<file path="config.mk">
export PLATFORM = sky130hd
export DESIGN_NAME = axi_read_router
export DESIGN_NICKNAME = d
export VERILOG_FILES = /design/src/rtl/axi_read_router.sv
export SDC_FILE = /design/constraint.sdc
export NUM_CORES = 1
export LEC_CHECK = 0
export ABC_AREA = 1
export CORE_AREA = 8 8 130 132
export CTS_CLUSTER_DIAMETER = 50
export DETAILED_ROUTE_END_ITERATION = 6
export DIE_AREA = 0 0 138 140
export DONT_BUFFER_PORTS = 1
export GPL_ROUTABILITY_DRIVEN = 0
export PLACE_DENSITY = 0.36
export SYNTH_ARGS = -nofsm -noshare
export SYNTH_HDL_FRONTEND = slang
export SYNTH_SLANG_ARGS = --single-unit
</file>
<file path="constraint.sdc">
create_clock -name clk -period 4.5 [get_ports clk]
set_clock_uncertainty 0.1 [all_clocks]
set_input_delay 0.9 -clock clk [delete_from_list [all_inputs] [get_ports clk]]
set_output_delay 0.9 -clock clk [all_outputs]
set_load 0.1 [all_outputs]
</file>
<file path="src/rtl/axi_read_router.sv">
// Single-outstanding AXI read router: decodes ARADDR into one of three slaves or the
// default DECERR slave (port 3). Define AXI_RD_DECERR_CNT_EN to enable decerr_cnt.
module axi_read_router #(
    parameter int ID_W   = 8,
    parameter int ADDR_W = 32,
    parameter int DATA_W = 32
) (
    input  logic              clk,
    input  logic              rst,
    input  logic [ID_W-1:0]   ARID_M,
    input  logic [ADDR_W-1:0] ARADDR_M,
    input  logic [3:0]        ARLEN_M,
    input  logic [2:0]        ARSIZE_M,
    input  logic [1:0]        ARBURST_M,
    input  logic              ARVALID_M,
    output logic              ARREADY_M,
    output logic [ID_W-1:0]   RID_M,
    output logic [DATA_W-1:0] RDATA_M,
    output logic [1:0]        RRESP_M,
    output logic              RLAST_M,
    output logic              RVALID_M,
    input  logic              RREADY_M,
    output logic [ID_W-1:0]   ARID_S,
    output logic [ADDR_W-1:0] ARADDR_S,
    output logic [3:0]        ARLEN_S,
    output logic [2:0]        ARSIZE_S,
    output logic [1:0]        ARBURST_S,
    output logic [3:0]        ARVALID_S,
    input  logic [3:0]        ARREADY_S,
    input  logic [4*ID_W-1:0] RID_S,
    input  logic [4*DATA_W-1:0] RDATA_S,
    input  logic [7:0]        RRESP_S,
    input  logic [3:0]        RLAST_S,
    input  logic [3:0]        RVALID_S,
    output logic [3:0]        RREADY_S,
    output logic [15:0]       decerr_cnt
);

    typedef enum logic [1:0] {
        IDLE = 2'd0,
        ADDR = 2'd1,
        DATA = 2'd2
    } state_t;

    localparam logic [ADDR_W-1:0] S0_HI = ADDR_W'(32'h0000_FFFF);
    localparam logic [ADDR_W-1:0] S1_LO = ADDR_W'(32'h0001_0000);
    localparam logic [ADDR_W-1:0] S1_HI = ADDR_W'(32'h0001_FFFF);
    localparam logic [ADDR_W-1:0] S2_LO = ADDR_W'(32'h2000_0000);
    localparam logic [ADDR_W-1:0] S2_HI = ADDR_W'(32'h201F_FFFF);

    state_t            state_q, state_d;
    logic [1:0]        sel_q, sel_d;
    logic [ID_W-1:0]   ar_id_q, ar_id_d;
    logic [ADDR_W-1:0] ar_addr_q, ar_addr_d;
    logic [3:0]        ar_len_q, ar_len_d;
    logic [2:0]        ar_size_q, ar_size_d;
    logic [1:0]        ar_burst_q, ar_burst_d;
    logic [1:0]        sel_dec;
    logic              ar_hs;

    always_comb begin
        if (ARADDR_M <= S0_HI)
            sel_dec = 2'd0;
        else if (ARADDR_M >= S1_LO && ARADDR_M <= S1_HI)
            sel_dec = 2'd1;
        else if (ARADDR_M >= S2_LO && ARADDR_M <= S2_HI)
            sel_dec = 2'd2;
        else
            sel_dec = 2'd3;
    end

    assign ar_hs = (state_q == IDLE) && ARVALID_M;

    always_comb begin
        state_d    = state_q;
        sel_d      = sel_q;
        ar_id_d    = ar_id_q;
        ar_addr_d  = ar_addr_q;
        ar_len_d   = ar_len_q;
        ar_size_d  = ar_size_q;
        ar_burst_d = ar_burst_q;
        ARREADY_M  = 1'b0;
        ARVALID_S  = '0;
        RREADY_S   = '0;
        RVALID_M   = 1'b0;
        RID_M      = '0;
        RDATA_M    = '0;
        RRESP_M    = '0;
        RLAST_M    = 1'b0;
        case (state_q)
            IDLE: begin
                ARREADY_M = 1'b1;
                if (ar_hs) begin
                    sel_d      = sel_dec;
                    ar_id_d    = ARID_M;
                    ar_addr_d  = ARADDR_M;
                    ar_len_d   = ARLEN_M;
                    ar_size_d  = ARSIZE_M;
                    ar_burst_d = ARBURST_M;
                    state_d    = ADDR;
                end
            end
            ADDR: begin
                ARVALID_S[sel_q] = 1'b1;
                if (ARREADY_S[sel_q])
                    state_d = DATA;
            end
            DATA: begin
                // R path is purely combinational from the selected slave; burst end is its RLAST.
                RVALID_M        = RVALID_S[sel_q];
                RID_M           = RID_S[sel_q*ID_W +: ID_W];
                RDATA_M         = RDATA_S[sel_q*DATA_W +: DATA_W];
                RRESP_M         = RRESP_S[sel_q*2 +: 2];
                RLAST_M         = RLAST_S[sel_q];
                RREADY_S[sel_q] = RREADY_M;
                if (RVALID_S[sel_q] && RREADY_M && RLAST_S[sel_q])
                    state_d = IDLE;
            end
            default: state_d = IDLE;
        endcase
    end

    always_ff @(posedge clk or negedge rst) begin
        if (!rst) begin
            state_q    <= IDLE;
            sel_q      <= '0;
            ar_id_q    <= '0;
            ar_addr_q  <= '0;
            ar_len_q   <= '0;
            ar_size_q  <= '0;
            ar_burst_q <= '0;
        end else begin
            state_q    <= state_d;
            sel_q      <= sel_d;
            ar_id_q    <= ar_id_d;
            ar_addr_q  <= ar_addr_d;
            ar_len_q   <= ar_len_d;
            ar_size_q  <= ar_size_d;
            ar_burst_q <= ar_burst_d;
        end
    end

    assign ARID_S    = ar_id_q;
    assign ARADDR_S  = ar_addr_q;
    assign ARLEN_S   = ar_len_q;
    assign ARSIZE_S  = ar_size_q;
    assign ARBURST_S = ar_burst_q;

`ifdef AXI_RD_DECERR_CNT_EN
    logic [15:0] decerr_q, decerr_d;

    always_comb begin
        decerr_d = decerr_q;
        if (ar_hs && sel_dec == 2'd3 && decerr_q != 16'hFFFF)
            decerr_d = decerr_q + 16'd1;
    end

    always_ff @(posedge clk or negedge rst) begin
        if (!rst)
            decerr_q <= '0;
        else
            decerr_q <= decerr_d;
    end

    assign decerr_cnt = decerr_q;
`else
    assign decerr_cnt = '0;
`endif

endmodule

</file>
# Word level (Yosys, flattened, before mapping)
# Index checks and enable logic that the tools add are counted.
[word_totals]
elab_cells = 55
ff_bits = 53
[op_classes]
eq_ne = 5
shift = 3
n_bitwise = 1
n_lt_le_gt_ge = 7
muxes = 23
n_reduce_logical = 9
[ops]
columns = ["op", "n"]
rows = [
  ["$shiftx 128x8->32", 1],
  ["$ge 32x17->1 const B", 1],
  ["$ge 32x30->1 const B", 1],
  ["$le 32x16->1 const B", 1],
  ["$le 32x17->1 const B", 1],
  ["$le 32x30->1 const B", 1],
  ["$mux 32", 1],
  ["$shiftx 32x6->8", 1],
  ["$mux 2", 6],
  ["$mux 1", 8],
  ["$mux 4", 2],
  ["$mux 8", 1],
  ["$shiftx 8x4->2", 1],
  ["$bmux 1 s2", 3],
  ["$logic_and 1x1->1", 6],
  ["$ne 2x2->1 const B", 3],
  ["$pmux 2 s3", 1],
  ["$and 4x4->4", 1],
  ["$lt 2x3->1 const B", 1],
  ["$reduce_and 3->1", 1],
  ["$demux 1 s2", 1],
  ["$eq 2x1->1 const B", 1],
  ["$eq 2x2->1 const B", 1],
  ["$ge 2x1->1 const B", 1],
  ["2 further kinds", 2],
]

# Longest topological paths before layout
# Gate-level depths: netlist of run 1.
[logic_depth]
ltp_word = 6
ltp_mapped = 9
ltp_nobuf = 8

# Least setup slack after synthesis of run 1
# Ideal clock, no wire load.
[synth_path]
path_type = "input port to output port"
startpoint = "input port RDATA_S[106]"
endpoint = "output port RDATA_M[10]"
path_stages = 3
path_buffers = 0
setup_slack_ns = 0.939
arrival_ns = 2.561
required_ns = 3.500
path_cell_list = "nand2_1 -> and2_1 -> a21oi_1"
[synth_between]
elab_chain_cells = 2
[synth_rtl]
columns = ["item", "line", "source"]
rows = [
  ["from (decl)", "31", "input logic [4*DATA_W-1:0] RDATA_S,"],
  ["$shiftx 128x8->32", "112", "RDATA_M = RDATA_S[sel_q*DATA_W +: DATA_W];"],
  ["$mux 32", "90", "case (state_q)"],
  ["to (decl)", "18", "output logic [DATA_W-1:0] RDATA_M,"],
]
# No other way between the ends.

# Final worst setup path of run 1
[layout_path]
startpoint = "register sel_q[0]"
endpoint = "output port RDATA_M[16]"
[layout_between]
elab_chain_cells = 2
[layout_rtl]
columns = ["item", "line", "source"]
rows = [
  ["from (decl)", "52", "logic [1:0] sel_q, sel_d;"],
  ["from (signal assigned)", "134", "sel_q <= sel_d;"],
  ["$shiftx 128x8->32", "112", ""],
  ["$mux 32", "90", ""],
]
# No other way between the ends.

==> results of run 1 <==
kinds of logic (layout without fill, tap and decap cells):
kind of cell,count (synthesis),count (layout),share of synthesized area [%]
AO/OA/AOI/OAI,95,95,15.72
buffers and inverters,66,80,10.67
flip-flops,53,53,35.92
other,1,16,0.1016
AND/OR/NAND/NOR,325,325,37.58
worst register-to-register path: stages (launching register included):
cell and delay [ns]:
dfrtp_1 0.38, nor2_2 0.05, buf_4 0.23, nand2_2 0.08, buf_4 0.48, clkinv_1 0.60, buf_4 0.39, nand2_1 0.12
nand2_1 0.05
routing by layer:
metal / global-route usage, % / up-vias / routed length [µm]
li1: - / 1746 / -
met1: 16.86 / 1673 / 5717
met2: 27.71 / 200 / 8335
met3: 5.578 / 15 / 1535
met4: 3.776 / 0 / 288
met5: 0 / - / 0
state kept, by name (all words and copies together), names as in the netlist:
| register | count |
|---|---|
| ARADDR_S | 32 |
| ARBURST_S | 2 |
| ARID_S | 8 |
| ARLEN_S | 4 |
| ARSIZE_S | 3 |
| sel_q | 2 |
| state_q | 2 |
area by class of cell:
class | count | area (µm²)
Sequential cell | 53 | 1326
Timing Repair Buffer | 54 | 405.4
Clock inverter | 2 | 13.76
Clock buffer | 6 | 128.9
Tap cell | 188 | 235.2
Multi-Input combinational cell | 436 | 2218
Inverter | 18 | 73.82
Fill cell | 1651 | 10460
synth_stat cells:
cell / count / area, µm²
a22oi_1: 42 / 315.3
nor2_8: 2 / 40.04
nand3b_1: 1 / 7.510
nand2_4: 1 / 11.26
and2_1: 36 / 225.2
nand4_1: 1 / 6.260
and2_0: 6 / 37.54
nand3_1: 6 / 30.03
conb_1: 1 / 3.750
clkinv_2: 1 / 5.000
nand2_1: 252 / 945.9
inv_2: 1 / 3.750
nor2_4: 1 / 11.26
inv_1: 13 / 48.80
nor3_1: 1 / 5.000
clkinv_1: 2 / 7.510
buf_2: 13 / 65.06
clkbuf_1: 9 / 33.78
o21ai_0: 8 / 40.04
buf_6: 7 / 78.83
buf_4: 19 / 142.6
nor2_1: 18 / 67.56
dfrtp_1: 53 / 1326
a21oi_1: 45 / 225.2
inv_6: 1 / 8.760
per-stage QoR:
stage          setup slack, ns  util (%)
5_1_grt                 0.7346     29.61
3_5_place_dp             1.186     28.65
3_3_place_gp             1.250     28.65
6_report                0.9049     29.61
4_1_cts                 0.8615     29.61
2_1_floorplan           0.9386         -
placed cells by master, fill, tap and decap left out, types with 9 or more instances in the layout:
cell type / n
nand2_1: 251
conb_1: 16
a22oi_1: 42
a21oi_2: 44
dfrtp_1: 53
and2_1: 36
buf_4: 54
inv_1: 13
nor2_2: 9
nor2_1: 9
worst min-delay path by stage:
stage                       end  slack (ns)  depth (start not counted)
finish              ARADDR_S[5]        0.20                          0
global route         ARLEN_S[2]        0.18                          0
CTS                 ARADDR_S[5]        0.19                          0
detailed placement  ARADDR_S[5]        0.51                          0
global placement    ARADDR_S[5]        0.51                          0
floorplan            state_q[1]        0.44                          3
==> summary by stage, run 1 <==
Finish
The synthesis-to-layout area growth is 19.21%. The final design instance area without fill is 4402 µm². The number of antenna diodes in the final layout is 0. The count of placed standard cells in the final layout, fillers left out is 757.

The number of nets in the layout is 801. Cells with a size suffix above 1 make up 21.62% of the layout.

Critical path
The kind of cell adding the most delay to the critical path is simple AND/OR/NAND/NOR gates. The worst reg-to-reg path cell count is 8. In this design, the stage delay of the slowest critical-path cell is 0.92 ns. The cell depth of the worst setup path is 4. The end point of the critical path is RDATA_M[16]. The critical path starts at sel_q[0]. The worst register-to-register path begins at state_q[0]. At the worst endpoint, the required time is 3.50 ns. The endpoint identified for the worst register-to-register timing path is sel_q[1]. STA classifies the critical path endpoint as an output pin. In this run the register-to-register setup slack is 1.92 ns. The critical path launch point type is a register.

The peak fanout along the critical path is 44. The buffers plus inverters on the worst setup path is 1. At the worst endpoint, the arrival time is 2.60 ns. The critical path class is reg2out. Traced cell by cell, the critical path runs through nor2_4, a22oi_1, a21oi_2, buf_4. The cell with the largest stage delay on the worst path is nor2_4.

STA
The post-route fraction of the period consumed by the critical path is 79.89%. On the final layout, the worst hold slack is 0.1970 ns. The count of final max-slew check failures was 0. The fmax is 278.2 MHz. The clock period minus worst slack is 3.595 ns. Setup repair after global routing left no endpoint under its margin. The final hold violation count is 0.

Setup violations remaining at the end of the flow were counted as 0. The aggregate negative setup slack is 0 ns. Headroom to the max-slew limit came out at 26.88%. At the pin with the least slew margin, the transition time is 1.094 ns.

Detailed routing
The total DRC errors in the routed layout is 0. The total wire length is 15880 µm. The first TritonRoute pass finished after 5 iterations.

After the first detailed-routing iteration, the DRC count stood at 140. The number of nets with antenna violations after detailed routing is 0. The total number of vias is 3634. The average detailed-routed wire length per instance is 20.97 µm.

The average vias per placed instance is 4.801.

CTS
Once the clock tree was built, the resizer swapped 0 gates to a different size. In this run, post-CTS hold repair placed 0 buffers. The tree is rooted in a clkbuf_16. The clock tree from TritonCTS is yes.

The number of H-tree levels is 2. Counting along the longest clock path gives a buffer depth of 2. The later-pin clock latency in the skew report is 0.28 ns.

Clock-pin slew was measured on the worst setup and hold paths at 0.07 ns. Buffers added to address setup during post-CTS repair amount to 0. The total clock sinks is 53. The total clock buffers created by CTS is 5.

Logic synthesis
Sequential cells were found to cover 35.92% of the synthesized design area. After technology mapping, the gate count stands at 540. The mapped cell area is 3692 µm². The register bit total from synthesis is 53. The number of distinct library cells after synthesis is 25. Yosys printed 0 warnings.

The mean area per synthesized cell is 6.838 µm².

GRT
The number of antenna violations at the first check in global routing came to 0. Entering global routing, the biggest net connects 62 pins. The via count of the first global-routing pass is 3829. The total routing usage reported by global routing is 15.42%. The first global-routing pass estimated 23980 µm of wire.

The total overflow reported by the global router is 0.

Floorplanning
The die covers 19320 µm². The die boundary width is 138 µm. Once the floorplan was initialized, standard cells occupied 24.84% of the core.

In this run the core area contains 45 standard-cell rows. Pin placement for this block handled 351 I/O pins. The placeable core region is 14860 µm². In this run the vertical extent of the chip is 140 µm.

Hold path
The class of the tightest hold or removal check is in2async.

Flow run
The max-cap violation count is 0.

Place
The total of buffers placed on input and output ports is 0. The post-detailed-placement half-perimeter wirelength is 12980 µm. Including well taps, the total number of placed cells is 749.

In this run the cell area measured after placement is 4259 µm².

Run status
The flow ran to the end, and the final reports show no timing, DRC or antenna violations.
Power of run 1 is left out: the tool's default activity adds up to more than one toggle a clock period on the data nets, which glitch-free logic cannot reach.
==> run 2, diff against run 1 <==
--- a/config.mk
+++ b/config.mk
@@ -12,7 +12,7 @@
 export DIE_AREA = 0 0 138 140
 export DONT_BUFFER_PORTS = 1
 export GPL_ROUTABILITY_DRIVEN = 0
-export PLACE_DENSITY = 0.36
+export PLACE_DENSITY = 0.38
 export SYNTH_ARGS = -nofsm -noshare
 export SYNTH_HDL_FRONTEND = slang
 export SYNTH_SLANG_ARGS = --single-unit
==> constraint.sdc (replaced) <==
create_clock -name clk -period 3.3 [get_ports clk]
set_clock_uncertainty 0.1 [all_clocks]
set_input_delay 0.66 -clock clk [delete_from_list [all_inputs] [get_ports clk]]
set_output_delay 0.66 -clock clk [all_outputs]
set_load 0.1 [all_outputs]
==> summary by stage, run 2 (synthesized netlist as in run 1, its figures left out) <==
STA
For the final routed database, the setup TNS stands at 0 ns. The fmax is 318.5 MHz. The worst-margin pin slew is 1.158 ns. The slack of the critical path is 0.1604 ns. Setup repair after global routing left no endpoint under its margin. The final critical path takes up 95.14% of the cycle. The final hold violation count is 0. The worst pin sits at a relative slew slack of 22.34%. The count of final max-slew check failures is 0.

The tightest hold margin is 0.1211 ns. Setup violations remaining at the end of the flow were counted as 0. The clock period minus worst slack is 3.140 ns.

Floorplanning
Once the floorplan was initialized, standard cells occupied 24.84% of the core. The placeable core region is 14860 µm². The floorplan has 45 rows. The die boundary width is 138 µm.

The area enclosed by the die boundary is 19320 µm². The number of top-level pins is 351. The y dimension of the die is 140 µm.

CTS
The later-pin clock latency in the skew report is 0.29 ns. Post-CTS repair changed the size of 0 cells. After clock tree synthesis, the clock-pin slew on the worst setup and hold paths is 0.07 ns. The clock tree from TritonCTS is yes.

The post-CTS setup repair buffer count is 0. The total clock sinks is 53. After clock tree synthesis, the flow added hold-fix buffers numbering 1. The longest clock path from root to sink contains 2 buffers. The total clock buffers created by CTS is 5. The root buffer selected by CTS is clkbuf_16. The number of H-tree levels is 2.

Finish
The final design instance area without fill is 4710 µm². The number of nets in the layout is 806. The sequential cell area is 1326 µm². The most frequent standard cell in the layout excluding fill and tap cells is nand2_1. Fill cells in the final layout number 1674. Relative to the synthesized area, the layout overhead comes to 27.55%. The library cells used most frequently in the layout, excluding fill and tap cells, are 251 x nand2_1, 53 x dfrtp_1, 44 x a21oi_2, 42 x a22oi_1, 41 x buf_4. The register with the most flip-flops in the layout has 32 of them.

The proportion of layout cells with a drive suffix above 1 is 22.47%. The multi-input combinational cells in the finished layout cover a total of 2218 µm². The repair_antennas step left the layout with diodes totalling 0.

GRT
The total overflow reported by the global router is 0. Entering global routing, the biggest net connects 61 pins. The total routing usage reported by global routing is 15.26%. The first-pass GRT wire length is 23670 µm.

The via count of the first global-routing pass is 3696. The number of antenna violations at the first check in global routing was 0.

Critical path
The critical path launch point type is a register. The required time reported for the critical path endpoint is 2.54 ns. The critical path in this run is classified as reg2out. In this run the register-to-register setup slack is 0.90 ns. The arrival time of data at the critical path endpoint is 2.38 ns.

The worst register-to-register path begins at state_q[0]. The number of cells on the worst reg-to-reg path is 6. The critical register-to-register path endpoint is sel_q[0]. The type of destination of the critical path is an output pin. Of all nets on the critical path, the largest fanout is 43.

Detailed routing
The detailed router's first-iteration violation count is 184. After detailed routing, the number of remaining DRC violations is 0. The average vias per placed instance is 4.770. The first detailed-routing pass ran for 4 iterations. The number of nets with antenna violations after detailed routing is 0. The detailed router placed 3635 vias in this run. The average detailed-routed wire length per instance is 20.77 µm. Wires add up to 15830 µm.

Place
Before CTS, the worst setup slack after placement is 0.4829 ns. The post-detailed-placement half-perimeter wirelength is 13030 µm. The count of buffers added on input and output ports is 0. The placed instance area is 4502 µm².

Hold path
In this run the worst hold path is classified as in2async.

Flow run
Across the run, the number of max-cap violations was 0.

Run status
The flow ran to the end, and the final reports show no timing, DRC or antenna violations.
==> run 2: cell count changes in the layout (fill, tap and decap cells not counted), sizes merged <==
cell and delta:
bufinv +1, buf +5, clkinv -1
==> run 2: stage by stage <==
step / utilization [%] / std cells
global placement: 30.29 / 753
detailed placement: 30.29 / 753
CTS: 31.68 / 762
finish: 31.68 / 762
global route: 31.68 / 762
floorplan: - / 555
==> run 2: routing by layer <==
metal,part of all wire (%),GRT usage (%),vias to the layer above
li1,-,-,1756
met1,36,17.06,1653
met2,53,27.40,216
met3,10,5.713,10
met4,0.82,2.403,0
met5,0,0,-
==> run 2: cell type report <==
cell class,count,share of cell area [%]
clock inverter,2,0.8767
multi-input combinational,436,47.10
inverter,18,1.567
tap,188,4.995
timing repair buffer,59,14.35
sequential,53,28.16
clock buffer,6,2.949
==> run 2: worst max-delay path by stage <==
stage	startpoint	to	slack, ns	depth (start not counted)
after CTS	sel_q[1]	RID_M[3]	0.15	6
final	sel_q[1]	RID_M[3]	0.16	6
after floorplan	sel_q[1]	RDATA_M[29]	0.08	7
after detailed placement	sel_q[1]	RID_M[3]	0.48	6
after global routing	sel_q[1]	RID_M[3]	0.04	6
after global placement	sel_q[1]	RDATA_M[2]	0.53	6
==> run 2: worst max-delay path, stage by stage, from the launching register on <==
cell and delay (ns):
dfrtp_1 0.69, nand2_4 0.12, clkinv_2 0.46, nand2_1 0.17
and2_1 0.21, a21oi_2 0.13, buf_4 0.30
Power of run 2 is left out for the same reason.
==> run 3, diff against run 2 <==
--- a/config.mk
+++ b/config.mk
@@ -6,13 +6,14 @@
 export NUM_CORES = 1
 export LEC_CHECK = 0
 export ABC_AREA = 1
-export CORE_AREA = 8 8 130 132
+export CORE_AREA = 8 8 132 134
+export CTS_BUF_LIST = sky130_fd_sc_hd__clkbuf_4
 export CTS_CLUSTER_DIAMETER = 50
 export DETAILED_ROUTE_END_ITERATION = 6
-export DIE_AREA = 0 0 138 140
+export DIE_AREA = 0 0 140 142
 export DONT_BUFFER_PORTS = 1
 export GPL_ROUTABILITY_DRIVEN = 0
-export PLACE_DENSITY = 0.38
+export PLACE_DENSITY = 0.37
 export SYNTH_ARGS = -nofsm -noshare
 export SYNTH_HDL_FRONTEND = slang
 export SYNTH_SLANG_ARGS = --single-unit
==> summary by stage, run 3 (synthesized netlist as in run 1, its figures left out) <==
Run status
The run finished with clean final reports.

Critical path
STA puts the critical path data required time at 2.54 ns. The maximum cell stage delay along the critical path is 0.62 ns. The signal on the critical path passes through inv_2, nor2_8, a22oi_1, a21oi_2, buf_4.

The critical path launch point type is a register. The register-to-register setup slack is 1.27 ns. The critical path class is reg2out. On the critical path, the stage with the largest delay is an instance of dfrtp_2. The worst setup path is captured at an output pin. At the worst endpoint, the arrival time is 2.37 ns.

The peak fanout along the critical path is 44.

Finish
The synthesis-to-layout area growth is 24.03%. In the final layout, the share of cells above drive strength 1 is 22.78%. The number of nets in the layout is 807. Leaving out fill and tap cells, the most frequent cells in the layout are 251 x nand2_1, 51 x dfrtp_1, 44 x a21oi_2, 43 x buf_4, 42 x a22oi_1.

The most frequent standard cell in the layout excluding fill and tap cells is nand2_1. The final design utilization is 29.69%. The flip-flop count of the largest register, all copies and words added is 32. The total of fill cells in the finished design is 1684.

GRT
After global routing, the most crowded layer is met2. The first-pass GRT wire length is 23470 µm. The via count of the first global-routing pass is 3690. The number of antenna violations at the first check in global routing is 3. The global routing usage on met2 is 28.30%. In the global route stage, met3 resource usage came out at 6.105%. Entering global routing, the biggest net connects 61 pins. The total overflow reported by the global router is 0. For met1 alone, demand over resource in global routing was 15.19%. Across every metal layer, demand over resource in global routing totals 15.06%.

STA
The worst-margin pin slew is 0.9527 ns. The number of failing setup endpoints in the final timing report is 0. Across all hold checks on the routed design, the worst slack comes to 0.2598 ns.

The final hold violation count is 0. The post-route fraction of the period consumed by the critical path is 94.72%. The count of final max-slew check failures is 0. In the final timing run, aggregate negative setup slack is 0 ns.

Setup repair after global routing left no endpoint under its margin. The fmax is 319.9 MHz. The tightest slew margin relative to the limit is 36.48%. The clock period minus worst slack is 3.126 ns.

Floorplanning
The initial core utilization is 23.94%. The floorplan step defined a die boundary enclosing 19880 µm². The placement row count is 46.

The placeable core region is 15420 µm². The die boundary width is 140 µm. Measured along the y axis, the die boundary spans 142 µm. The number of top-level pins is 351.

Hold path
The class of the tightest hold or removal check is in2reg.

Flow run
The max-cap violation count is 0.

CTS
The root buffer selected by CTS is clkbuf_4. The total clock sinks is 53. The number of H-tree levels is 2. No sink is reached through more buffers than the 2 on the longest clock path. The clock tree from TritonCTS is yes. Clock-pin slew was measured on the worst setup and hold paths at 0.18 ns. The total clock buffers created by CTS is 5. For the worst-skew pair, the clock arrives at the later sink with an insertion delay of 0.38 ns.

Place
The wire-length estimate of the detail-placed layout is 12860 µm. Port buffering added 0 buffers.

Detailed routing
The detail route stage leaves a number of antenna-violating nets equal to 0. After detailed routing, the number of remaining DRC violations is 0. The number of detailed-route iterations in the first pass is 5. Dividing the detail-routed wire length by the instance count gives 21.14 µm. For this block, the routed nets add up to 16230 µm of wire. The total number of vias is 3707. The detailed router finished its first iteration with 204 violations. In the routed layout, each cell is associated on average with a via count of 4.827.
-- run 3: cell types whose count changed in the layout (fill, tap and decap cells not counted), sizes merged --
cell	before	now
buf	59	58
bufinv	1	0
clkbuf	6	5
clkinvlp	0	2
diode	0	1
dlygate4sd3	0	1
nor2	21	22
-- run 3: path summary, 6_finish.rpt --
kind,end,start,depth (start not counted)
worst max-delay path,RID_M[2],sel_q[0],5
worst min-delay path,ARLEN_S[2],ARLEN_M[2],2
worst max register to register,ARADDR_S[11],state_q[0],7
worst min register to register,state_q[1],state_q[0],3
max in group asynchronous,ARBURST_S[1],rst,2
min in group asynchronous,ARADDR_S[5],rst,2
-- run 3: area by class of cell --
| class | count | area (µm²) | area share, % |
|---|---|---|---|
| clock buffer | 5 | 37.54 | 0.8197 |
| timing repair buffer | 59 | 640.6 | 13.99 |
| inverter | 18 | 73.82 | 1.612 |
| antenna | 1 | 2.502 | 0.05464 |
| sequential | 53 | 1329 | 29.02 |
| tap | 192 | 240.2 | 5.246 |
| multi-input combinational | 437 | 2230 | 48.69 |
| clock inverter | 3 | 26.28 | 0.5738 |
-- run 3: worst max-delay path, delay by kind of cell (launching register included) --
kind / cells / cell delay [ns]
and+or+nand+nor: 1 / 0.53
AOI/OAI and AO/OA: 2 / 0.34
buffers and inverters: 2 / 0.46
DFF: 1 / 0.62
-- run 3: timing repair --
| action | in CTS | in global routing |
|---|---|---|
| pin swaps | 1 | 1 |
| gates cloned | 1 | 0 |
| hold endpoints to repair | 53 | 0 |
| hold buffers | 2 | 0 |
| resized for setup | 1 | 1 |
| setup endpoints to repair | 16 | 43 |
| buffers inserted | 0 | 0 |
-- run 3: through the flow --
| stage | cell area [µm²] | cells | worst slack (ns) |
|---|---|---|---|
| 3_3_place_gp | 4462 | 756 | 0.4215 |
| 5_1_grt | 4579 | 768 | 0.006894 |
| 6_report | 4579 | 768 | 0.1743 |
| 3_5_place_dp | 4462 | 756 | 0.4199 |
| 2_1_floorplan | 3749 | 555 | 0.08499 |
| 4_1_cts | 4576 | 767 | 0.005444 |
-- run 3: routing by layer --
| metal | vias to the layer above | routed length, µm |
|---|---|---|
| met5 | - | 26 |
| met4 | 4 | 244 |
| met3 | 19 | 1712 |
| met2 | 208 | 8730 |
| met1 | 1718 | 5518 |
| li1 | 1758 | - |
Power of run 3 is left out for the same reason.
